## config.mk

```make
export PLATFORM = sky130hd
export DESIGN_NAME = generic_fifo_dc
export DESIGN_NICKNAME = d
export VERILOG_FILES = /design/src/rtl/generic_fifo_pkg.sv /design/src/rtl/generic_fifo_ram.sv /design/src/rtl/generic_fifo_dc.sv
export SDC_FILE = /design/constraint.sdc
export NUM_CORES = 1
export LEC_CHECK = 0
export ABC_AREA = 1
export BUFFER_PORTS_ARGS = -buffer_cell sky130_fd_sc_hd__clkbuf_2
export CORE_MARGIN = 5
export CORE_UTILIZATION = 40
export CTS_CLUSTER_DIAMETER = 120
export DETAILED_ROUTE_END_ITERATION = 8
export GPL_TIMING_DRIVEN = 0
export SLEW_MARGIN = 10
export SYNTH_ARGS = -nofsm -noshare
export SYNTH_HDL_FRONTEND = slang
export SYNTH_SLANG_ARGS = --single-unit
```

## constraint.sdc

```tcl
create_clock -name clock -period 3.1 [get_ports clock]
set_input_delay 0.465 -clock clock [delete_from_list [all_inputs] [get_ports clock]]
set_output_delay 0.465 -clock clock [all_outputs]
set_load 0.05 [all_outputs]
```

## src/rtl/generic_fifo_pkg.sv

```systemverilog
// Shared constants and helpers for the single-clock generic FIFO.
// The defaults here seed the FIFO parameters; ptr_width sizes the pointers and the level.
package generic_fifo_pkg;

  localparam int DEF_DATA_WIDTH = 8;
  localparam int DEF_DEPTH      = 16;

  // One extra MSB beyond the address bits tells full apart from empty.
  function automatic int ptr_width(input int depth);
    return $clog2(depth) + 1;
  endfunction

endpackage

```

## src/rtl/generic_fifo_ram.sv

```systemverilog
// Simple dual-port RAM with a synchronous write port and a registered read port.
// Only the read register is reset; the array contents keep their values through reset.
module generic_fifo_ram #(
  parameter int DATA_WIDTH = 8,
  parameter int ADDR_WIDTH = 4
) (
  input  logic                  clock,
  input  logic                  reset,
  input  logic                  wr_en,
  input  logic [ADDR_WIDTH-1:0] wr_addr,
  input  logic [DATA_WIDTH-1:0] wr_data,
  input  logic                  rd_en,
  input  logic [ADDR_WIDTH-1:0] rd_addr,
  output logic [DATA_WIDTH-1:0] rd_data
);

  logic [DATA_WIDTH-1:0] mem [2**ADDR_WIDTH];

  always_ff @(posedge clock) begin
    if (wr_en) mem[wr_addr] <= wr_data;
  end

  // rd_data holds its value whenever no read is issued.
  always_ff @(posedge clock or negedge reset) begin
    if (!reset)     rd_data <= '0;
    else if (rd_en) rd_data <= mem[rd_addr];
  end

endmodule

```

## src/rtl/generic_fifo_dc.sv

```systemverilog
// Single-clock FIFO: the pointers, level and status flags live here; storage is generic_fifo_ram.
// Flags are decoded from the registered pointers, so they follow each accepted operation by one cycle.
module generic_fifo_dc
  import generic_fifo_pkg::*;
#(
  parameter int DATA_WIDTH      = DEF_DATA_WIDTH,
  parameter int DEPTH           = DEF_DEPTH,
  parameter int ALMOST_FULL_TH  = DEPTH - 2,
  parameter int ALMOST_EMPTY_TH = 2,
  localparam int PW             = ptr_width(DEPTH)
) (
  input  logic                  clock,
  input  logic                  reset,
  input  logic                  write_en,
  input  logic [DATA_WIDTH-1:0] write_data,
  input  logic                  read_en,
  output logic [DATA_WIDTH-1:0] read_data,
  output logic                  read_valid,
  output logic                  full,
  output logic                  empty,
  output logic                  almost_full,
  output logic                  almost_empty,
  output logic [PW-1:0]         level,
  output logic                  overflow,
  output logic                  underflow
);

  localparam int AW = PW - 1;
  localparam logic [PW-1:0] AF_TH = PW'(ALMOST_FULL_TH);
  localparam logic [PW-1:0] AE_TH = PW'(ALMOST_EMPTY_TH);

  logic [PW-1:0] wptr;
  logic [PW-1:0] rptr;
  logic          wr_acc;
  logic          rd_acc;

  assign empty        = (wptr == rptr);
  assign full         = (wptr[AW] != rptr[AW]) && (wptr[AW-1:0] == rptr[AW-1:0]);
  assign level        = wptr - rptr;
  assign almost_full  = (level >= AF_TH);
  assign almost_empty = (level <= AE_TH);

  // A write on a full FIFO or a read on an empty one is dropped without side effects.
  assign wr_acc = write_en && !full;
  assign rd_acc = read_en && !empty;

  always_ff @(posedge clock or negedge reset) begin
    if (!reset) begin
      wptr       <= '0;
      rptr       <= '0;
      read_valid <= 1'b0;
      overflow   <= 1'b0;
      underflow  <= 1'b0;
    end else begin
      if (wr_acc) wptr <= wptr + 1'b1;
      if (rd_acc) rptr <= rptr + 1'b1;
      read_valid <= rd_acc;
      overflow   <= write_en && full;
      underflow  <= read_en && empty;
    end
  end

  generic_fifo_ram #(
    .DATA_WIDTH (DATA_WIDTH),
    .ADDR_WIDTH (AW)
  ) u_ram (
    .clock   (clock),
    .reset   (reset),
    .wr_en   (wr_acc),
    .wr_addr (wptr[AW-1:0]),
    .wr_data (write_data),
    .rd_en   (rd_acc),
    .rd_addr (rptr[AW-1:0]),
    .rd_data (read_data)
  );

endmodule

```

==> metrics.cfg <==
[grt]
grt_pass1_vias = 4514
grt_util_all_layers_pct = 16.4
grt_overflow = 0
antenna_found_initial = 0
grt_pass1_wl_mm = 23.9
grt_max_degree = 22

[critical_path]
crit_type = flop to output port
timing.rr.start = rptr[1]
critPathMaxFanout = 19
path_depth = 9
critPathLaunchType = flop
cp_num_buf_inv = 3
r2r-end = u_ram.mem[13][1]
worstSetupEndpointType = output port
critPathTopFamily = buffers and inverters
arrival_ps = 2490
cpPeakStageDelay_ps = 400
cp_cell_sequence = buf_4 -> inv_1 -> ha_1 -> nand2_1 -> o21ai_1 -> xor2_1 -> nand2_1 -> nor2_1 -> buf_4
cp_slowest_cell = dfrtp_1
cp.required_ps = 2630
reg2regPathDepth = 11
reg2reg_slack_ps = 160

[synth]
synthCells = 660
synth_cell_type_count = 25
synth-seq-cells = 149
syn_avg_cell_area_sq_um = 10.1
postSynthNetCount = 682
syn-cell-area_sq_um = 6670
synth_warnings = 0
yosysSeqAreaShare_pct = 65.5

[run]
cap_violations = 0

[placement]
detailed_place_hpwl_mm = 10.4
io_buffers = 31
place.gp.congestion = 0.867
dp.cells = 911
pre_cts_ws_ps = -15.6

[clock_tree]
clock_latency_ps = 430
numCtsBuffers = 17
clk_path_buf_depth = 2
clock_sinks = 149
post-cts-setup-buffers = 0
clk_pin_slew_ps = 60
cts_hold_buf = 0
root_buffer = clkbuf_16
cts_tree = built
htreeDepth = 4

[detailed_routing]
wl_per_cell_microns = 16.1
vias = 4450
ant_nets = 0
drt_iter0_drc = 340
drc = 0
firstDrtPassIters = 5
vias_per_cell = 4.73
wl_mm = 15.1

[status]
status = complete, no violations

[sta]
period_minus_slack_ps = 2960
relSlewSlack_pct = 41.2
slew_violations = 0
grt_setup_unrepaired = false
fmax_ghz = 0.338
fin_crit_sh_pct = 95.3
setup_ws_ps = 145
hold_violations = 0
finalSetupViolCount = 0
clock_skew_ps = 9.56
worst_pin_slew_ps = 878

[power_and_ir_drop]
leakage_nw = 3.39
p_clk_share_pct = 23.4
total_power_w = 0.00830
ir_drop_mv = 0.551
p_switching_w = 0.00361
p_sw_share_pct = 43.5
powerDensity_nw_per_um2 = 1080
power_frac_comb_pct = 44.9
power_frac_seq_pct = 31.7
intPower_w = 0.00469

[layout]
syn_to_final_growth_pct = 15.2
drive_gt1_share_pct = 13.5
final_util_pct = 46.7
final_cell_mix = nand2_1 (181), edfxtp_1 (128), inv_1 (110)
antenna_cells = 0
fin_nets = 731
layout_commonest_cell = nand2_1
fin_cells = 941

[die]
chipHeight_microns = 139
core_sq_um = 16500
die_area_sq_um = 19400
io_pins = 32
initial_core_util_pct = 40.5
placementRows = 47
die_width_microns = 139

[hold_path]
hp-class = primary input to async pin

[synthesized netlist by cell type]
| library cell | number | area, sq um |
|---|---|---|
| nor2_4 | 1 | 11.3 |
| buf_2 | 15 | 75.1 |
| buf_4 | 6 | 45.0 |
| buf_6 | 3 | 33.8 |
| clkinv_1 | 1 | 3.75 |
| ha_1 | 9 | 113 |
| inv_2 | 5 | 18.8 |
| o21bai_1 | 1 | 7.51 |
| xor2_1 | 10 | 87.6 |
| nand2_4 | 2 | 22.5 |
| nand3_1 | 91 | 455 |
| nand2_2 | 2 | 12.5 |
| nor2_2 | 1 | 6.26 |
| edfxtp_1 | 128 | 3840 |
| nor2_1 | 61 | 229 |
| fa_1 | 1 | 20.0 |
| nand2_1 | 181 | 679 |
| inv_4 | 1 | 6.26 |
| nor2_8 | 1 | 20.0 |
| dfrtp_1 | 21 | 526 |
| o21ai_0 | 4 | 20.0 |
| inv_1 | 110 | 413 |
| nor3_1 | 1 | 5.00 |
| o21ai_1 | 1 | 5.00 |
| a21oi_1 | 3 | 15.0 |
[per-layer routing]
metal	part of all wire [%]	GRT usage (%)	up-vias
li1	-	-	2196
met1	45	21.7	2114
met2	47	26.4	111
met3	5.4	3.62	29
met4	2.2	6.59	0
met5	0	0	-
[worst max path at each step]
stage / slack, ps / from / to
4_1_cts: 1 / rptr[1] / almost_empty
3_5_place_dp: -20 / rptr[2] / u_ram.mem[9][0]
2_1_floorplan: 30 / rptr[1] / almost_full
5_1_grt: 6 / rptr[2] / almost_empty
6_report: 140 / rptr[2] / almost_empty
3_3_place_gp: 100 / rptr[2] / u_ram.mem[14][3]
[per-stage QoR]
| step | instance area [sq um] | hold WS [ps] | setup TNS (ps) |
|---|---|---|---|
| 2_1_floorplan | 6690 | 169 | 0 |
| 3_3_place_gp | 7120 | 489 | 0 |
| 3_5_place_dp | 7120 | 492 | -122 |
| 4_1_cts | 7670 | 35.5 | 0 |
| 5_1_grt | 7690 | 78.2 | 0 |
| 6_report | 7690 | 26.1 | 0 |
[flip-flops by register name, indices dropped and copies added, names as in the netlist]
register	count
overflow	1
rptr	5
read_valid	1
underflow	1
u_ram.rd_data	8
wptr	5
u_ram.mem	128
[worst register-to-register path: stages, from the launching register on]
cell and delay [ps]:
dfrtp_1 390, buf_4 180, inv_2 130, buf_4 240, ha_1 260, nand2_1 100
nor2_2 70, inv_2 70, nor2_4 50, nor2_8 150, nand2_1 220, nor2_1 690
[cell families after synthesis]
logic type	after synthesis	share of synthesized area, %
XOR/XNOR	10	1.31
AO/OA/AOI/OAI	9	0.712
flip-flops	149	65.5
buffers and inverters	141	8.92
AND/OR/NAND/NOR	341	21.6
adder cells (fa/ha/maj)	10	1.99
[timing repair]
| action | in CTS | in global routing |
|---|---|---|
| pin swaps | 0 | 1 |
| resized for setup | 4 | 8 |
| endpoints found under the setup margin | 14 | 46 |
[power by group through the flow]
| stage | Clock [W] | Sequential [W] | Combinational [W] |
|---|---|---|---|
| 6_report | 0.00194 | 0.00263 | 0.00373 |
| 5_1_grt | 0.00206 | 0.00266 | 0.00407 |
| 4_1_cts | 0.00196 | 0.00263 | 0.00370 |
| 3_5_place_dp | 0 | 0.00267 | 0.00366 |
| 3_3_place_gp | 0 | 0.00266 | 0.00358 |
| 2_1_floorplan | 0 | 0.00284 | 0.00251 |
[layout make-up]
type	count	area, sq um
fill	1525	8780
sequential	149	4370
multi-input combinational	370	1730
clock buffer	22	444
inverter	117	442
tap	220	275
timing repair buffer	31	164
buffer	23	156
clock inverter	9	106
Note: power is estimated with default switching activity, not from simulation.
